===== src/rtl/rr_arb_mux_if.sv =====
// Valid/ready bundle for rr_arb_mux: CH request channels in, one
// registered word out.
interface rr_arb_mux_if #(
    parameter int WIDTH = 8,
    parameter int CH    = 4
) ();
    localparam int SW = $clog2(CH);

    logic [CH-1:0]       in_valid;
    logic [CH-1:0]       in_ready;
    logic [CH*WIDTH-1:0] in_data;
    logic                out_valid;
    logic                out_ready;
    logic [WIDTH-1:0]    out_data;
    logic [SW-1:0]       out_sel;

    modport slave (
        input  in_valid, in_data, out_ready,
        output in_ready, out_valid, out_data, out_sel
    );

    modport master (
        output in_valid, in_data, out_ready,
        input  in_ready, out_valid, out_data, out_sel
    );
endinterface


===== src/rtl/rr_arb_mux.sv =====
// N-channel arbitrated mux: round-robin or fixed-priority grant feeding
// a single registered valid/ready output slot.
module rr_arb_mux #(
    parameter int WIDTH = 8,
    parameter int CH    = 4,
    parameter int MODE  = 0,
    parameter int SW    = $clog2(CH)
) (
    input  logic         clk,
    input  logic         rst_n,
    rr_arb_mux_if.slave  bus
);
    logic             out_valid_q, out_valid_d;
    logic [WIDTH-1:0] out_data_q, out_data_d;
    logic [SW-1:0]    out_sel_q, out_sel_d;
    logic [SW-1:0]    ptr_q, ptr_d;

    logic             free;
    logic             found;
    logic             grant_en;
    logic [SW-1:0]    g;
    logic [CH-1:0]    grant;
    int               start;
    int               idx;

    // Circular search from the pointer; fixed mode always starts at 0.
    always_comb begin
        free  = !out_valid_q || bus.out_ready;
        found = 1'b0;
        g     = '0;
        idx   = 0;
        start = (MODE == 1) ? 0 : int'(ptr_q);
        for (int k = 0; k < CH; k++) begin
            idx = start + k;
            if (idx >= CH) idx = idx - CH;
            if (!found && bus.in_valid[SW'(idx)]) begin
                found = 1'b1;
                g     = SW'(idx);
            end
        end
        grant_en = free && found && rst_n;
    end

    always_comb begin
        grant = '0;
        if (grant_en) grant[g] = 1'b1;
    end

    assign bus.in_ready = grant;

    always_comb begin
        out_valid_d = out_valid_q;
        out_data_d  = out_data_q;
        out_sel_d   = out_sel_q;
        ptr_d       = ptr_q;
        if (grant_en) begin
            out_valid_d = 1'b1;
            out_data_d  = bus.in_data[g*WIDTH +: WIDTH];
            out_sel_d   = g;
            if (MODE == 0) begin
                ptr_d = (g == SW'(CH - 1)) ? '0 : g + SW'(1);
            end
        end else if (bus.out_ready) begin
            out_valid_d = 1'b0;
        end
    end

    always_ff @(posedge clk or negedge rst_n) begin
        if (!rst_n) begin
            out_valid_q <= 1'b0;
            out_data_q  <= '0;
            out_sel_q   <= '0;
            ptr_q       <= '0;
        end else begin
            out_valid_q <= out_valid_d;
            out_data_q  <= out_data_d;
            out_sel_q   <= out_sel_d;
            ptr_q       <= ptr_d;
        end
    end

    assign bus.out_valid = out_valid_q;
    assign bus.out_data  = out_data_q;
    assign bus.out_sel   = out_sel_q;
endmodule


===== src/flat_wrapper.sv =====
// flat-port wrapper written by rule: the top's interface ports become plain ports
module rr_arb_mux_flat 
#(
    parameter int WIDTH = 8,
    parameter int CH    = 4,
    parameter int MODE  = 0,
    parameter int SW    = $clog2(CH)
)
  (clk, rst_n, bus_in_valid, bus_in_data, bus_out_ready, bus_in_ready, bus_out_valid, bus_out_data, bus_out_sel);
  rr_arb_mux_if #(.WIDTH(WIDTH), .CH(CH)) bus_i ();
  input  logic clk;
  input  logic rst_n;
  input wire logic [$bits(bus_i.in_valid)-1:0] bus_in_valid;
  input wire logic [$bits(bus_i.in_data)-1:0] bus_in_data;
  input wire logic [$bits(bus_i.out_ready)-1:0] bus_out_ready;
  output wire logic [$bits(bus_i.in_ready)-1:0] bus_in_ready;
  output wire logic [$bits(bus_i.out_valid)-1:0] bus_out_valid;
  output wire logic [$bits(bus_i.out_data)-1:0] bus_out_data;
  output wire logic [$bits(bus_i.out_sel)-1:0] bus_out_sel;
  assign bus_i.in_valid = bus_in_valid;
  assign bus_i.in_data = bus_in_data;
  assign bus_i.out_ready = bus_out_ready;
  assign bus_in_ready = bus_i.in_ready;
  assign bus_out_valid = bus_i.out_valid;
  assign bus_out_data = bus_i.out_data;
  assign bus_out_sel = bus_i.out_sel;
  rr_arb_mux #(.WIDTH(WIDTH), .CH(CH), .MODE(MODE), .SW(SW)) u_core (.clk(clk), .rst_n(rst_n), .bus(bus_i));
endmodule

===== config.mk =====
export PLATFORM = sky130hd
export DESIGN_NAME = rr_arb_mux_flat
export DESIGN_NICKNAME = d
export VERILOG_FILES = /design/src/rtl/rr_arb_mux_if.sv /design/src/rtl/rr_arb_mux.sv /design/src/flat_wrapper.sv
export SDC_FILE = /design/constraint.sdc
export NUM_CORES = 1
export LEC_CHECK = 0
export BUFFER_PORTS_ARGS = -buffer_cell sky130_fd_sc_hd__buf_2
export CAP_MARGIN = 40
export CORE_MARGIN = 5
export CORE_UTILIZATION = 38
export DETAILED_ROUTE_END_ITERATION = 6
export GPL_ROUTABILITY_DRIVEN = 0
export PLACE_DENSITY = 0.8
export SETUP_SLACK_MARGIN = 0.1
export SLEW_MARGIN = 20
export SYNTH_ARGS = -nofsm -noshare
export SYNTH_HDL_FRONTEND = slang
export SYNTH_SLANG_ARGS = --single-unit

===== constraint.sdc =====
create_clock -name clk -period 1.8 [get_ports clk]
set_input_delay 0.36 -clock clk [delete_from_list [all_inputs] [get_ports clk]]
set_output_delay 0.36 -clock clk [all_outputs]
set_load 0.1 [all_outputs]

==> flow_summary_export.csv <==
group,metric,value,unit
clocking,cts_sinks,13,
setup_path,startpoint,"u_core.ptr_q[1]",
clocking,numCtsBuffers,3,
logic_synthesis,syn_area_per_cell,10.4,um2
logic_synthesis,synth_top_family_by_area,"multiplexers",
power,switching_share,54.5,%
outcome,status,"complete, but fails checks",
setup_path,reg2reg_to,"u_core.bus.out_data[2]",
cells_and_area,multi_input_area,612,um2
timing,finalMaxSlewViolations,0,
logic_synthesis,synth-adder-area-share,0,%
logic_synthesis,synth_flop_cell,"dfrtp_1",
cells_and_area,syn_to_final_growth,84.1,%
logic_synthesis,ys_seq_area_share,36.8,%
power,internal_power,1.18,mW
timing,fin_ws,-0.382,ns
drt,vias_per_cell,5.33,
timing,max_slew_margin,66.6,%
floorplan,start_util,39.9,%
drt,ant_nets,0,
global_routing,grt_pass1_vias,1105,
logic_synthesis,ys_types,30,
timing,rsz0062_at_grt,"yes",
setup_path,worst-setup-path-type,"reg2out",
floorplan,fp-row-count,17,
power,ir_worst_vdd,1130,uV
cells_and_area,final_common_cell,"buf_2",
placed_design,io_buffers,53,
clocking,h-tree-depth,1,
clocking,clock_latency,0.28,ns
setup_path,reg2reg_slack,-0.31,ns
drt,vias,1044,
timing,skew,0.00453,ns
logic_synthesis,synth_compound_area_share,19.1,%
placed_design,pre_cts_ws,-0.321,ns
global_routing,grt_start_max_net_pins,16,
setup_path,crit_required,1.44,ns
logic_synthesis,async_reset_ff_share,100,%
global_routing,antenna_found_initial,0,
power,sequentialPowerShare,18.6,%
setup_path,r2r_cells,7,
drt,drc,0,
outcome,violations,"negative setup slack",
global_routing,grt_pass1_wl,5000,um
logic_synthesis,synth_edf_count,0,
timing,setup_tns,-3.44,ns
timing,hold_slack,0.0407,ns
hold_path,hp-class,"in2async",
global_routing,grt-ovfl-total,0,
cells_and_area,regArea,330,um2
floorplan,core_area,2210,um2
drt,dr.pass1.iters,4,
setup_path,start_kind,"flip-flop",
logic_synthesis,synth-seq-cells,13,
setup_path,crit_path_end_kind,"output port",
floorplan,die_w,58.2,um
drt,avgRoutedWirePerCell,17.5,um
logic_synthesis,synthCells,85,
logic_synthesis,synth-simple-area-share,16.7,%
power,switching_power,1.42,mW
timing,hold_viol_final,0,
floorplan,num_io_pins,54,
setup_path,crit-reg2reg-launch,"u_core.ptr_q[1]",
timing,finalCriticalPeriod,2.18,ns
logic_synthesis,syn_nets,124,
clocking,path_clk_slew,0.09,ns
power,pwr-share-comb,73.9,%
power,power.clock.fraction,7.4,%
cells_and_area,drive_gt1_share,64.9,%
setup_path,critical_path_arrival,1.82,ns
setup_path,crit_fanout,5,
timing,setup_viol,12,
clocking,clockBufferDepth,2,
cells_and_area,antenna_cells,0,
floorplan,die-height,58.2,um
logic_synthesis,syn_area,883,um2
power,power_density,1600,nW/um2
logic_synthesis,synth_xor_xnor_area_share,0.992,%
clocking,cts_tree,"done",
power,cellLeakagePower,0.821,nW
floorplan,die_area,3390,um2
logic_synthesis,ys_warn_count,0,
timing,max_freq,0.458,GHz
global_routing,grt_usage,19.5,%
placed_design,dp_hpwl,2330,um
run,maxCapViolations,0,
clocking,clock-root-buffer,"clkbuf_4",
cells_and_area,layout_common_cells,"buf_2 (49), buf_4 (22), nand2_1 (13)",
drt,drt_wl_total,3430,um
power,total_power,2.60,mW
cells_and_area,fin_nets,208,
timing,worstMarginPinSlew,0.505,ns
logic_synthesis,synthMuxAreaShare,20.5,%
cells_and_area,nFillCells,168,
drt,drtIter0Drc,29,
timing,fin_crit_sh,121,%
==> layout make-up <==
class                           count  area share, %
Timing Repair Buffer               83           37.8
Multi-Input combinational cell     66           37.6
Sequential cell                    13           20.3
Tap cell                           28           2.15
Clock buffer                        4           1.62
Inverter                            2          0.462
==> metal layers <==
metal	global-route usage, %	wire, um	vias to the layer above
met2	35.3	1860	53
met1	21.4	1250	498
met3	4.90	230	8
met5	0	0	-
li1	-	-	485
met4	8.61	97	0
==> timing repair <==
action                     CTS  global route
cloned                       1             0
setup buffers                1             6
setup endpoints to repair   12            12
hold buffers                 0             0
pin swaps                   10             9
resized for setup           22             9
==> power groups by stage <==
stage	sequential [mW]	combinational (mW)	clock (mW)
6_report	0.484	1.92	0.193
2_1_floorplan	1.11	0.617	0
5_1_grt	0.493	1.99	0.203
3_3_place_gp	0.476	1.60	0
4_1_cts	0.481	1.78	0.189
3_5_place_dp	0.484	1.64	0
==> metrics by stage <==
step	util, %	cells	cell area [um2]
CTS	70.1	190	1550
detailed placement	63.9	184	1410
global placement	63.9	184	1410
finish	73.5	196	1630
floorplan	-	85	955
global route	73.5	196	1630
==> cell families (layout without fill, tap and decap cells) <==
kind of cell,count (synthesis),after routing
flops,13,13
mux,17,17
simple gates,30,30
xor+xnor,1,1
compound gates,18,18
buf+inv,6,89
==> flip-flops by register name (all words and copies together) (netlist names) <==
register              cells
u_core.bus.out_data       8
u_core.bus.out_sel        2
u_core.ptr_q              2
u_core.bus.out_valid      1
==> worst max-delay path by stage <==
stage,to,slack (ns),depth (start not counted)
after floorplan,bus_in_ready[3],-0.56,7
after global placement,bus_in_ready[1],-0.31,5
after detailed placement,bus_in_ready[1],-0.32,5
after CTS,bus_in_ready[3],-0.41,7
after global routing,bus_in_ready[3],-0.46,7
final,bus_in_ready[3],-0.38,7
==> critical path, stage by stage (launching register included) <==
cell,delay (ns)
dfrtp_2,0.44
a21o_1,0.18
a21oi_2,0.18
o22ai_4,0.11
nand2b_4,0.17
buf_12,0.12
nor3_4,0.14
buf_12,0.20
==> synth_stat cells (2+ instances only) <==
master    number  area, um2
dfrtp_1       13        325
nand2_1       13       48.8
mux2i_1       11        110
nand3_1        6       30.0
o221a_1        5       56.3
mux2_2         4       45.0
a21oi_1        3       15.0
nand2b_1       3       18.8
nor2_1         3       11.3
o221ai_1       3       26.3
inv_1          2       7.51
Power figures use the tool's default switching activity.
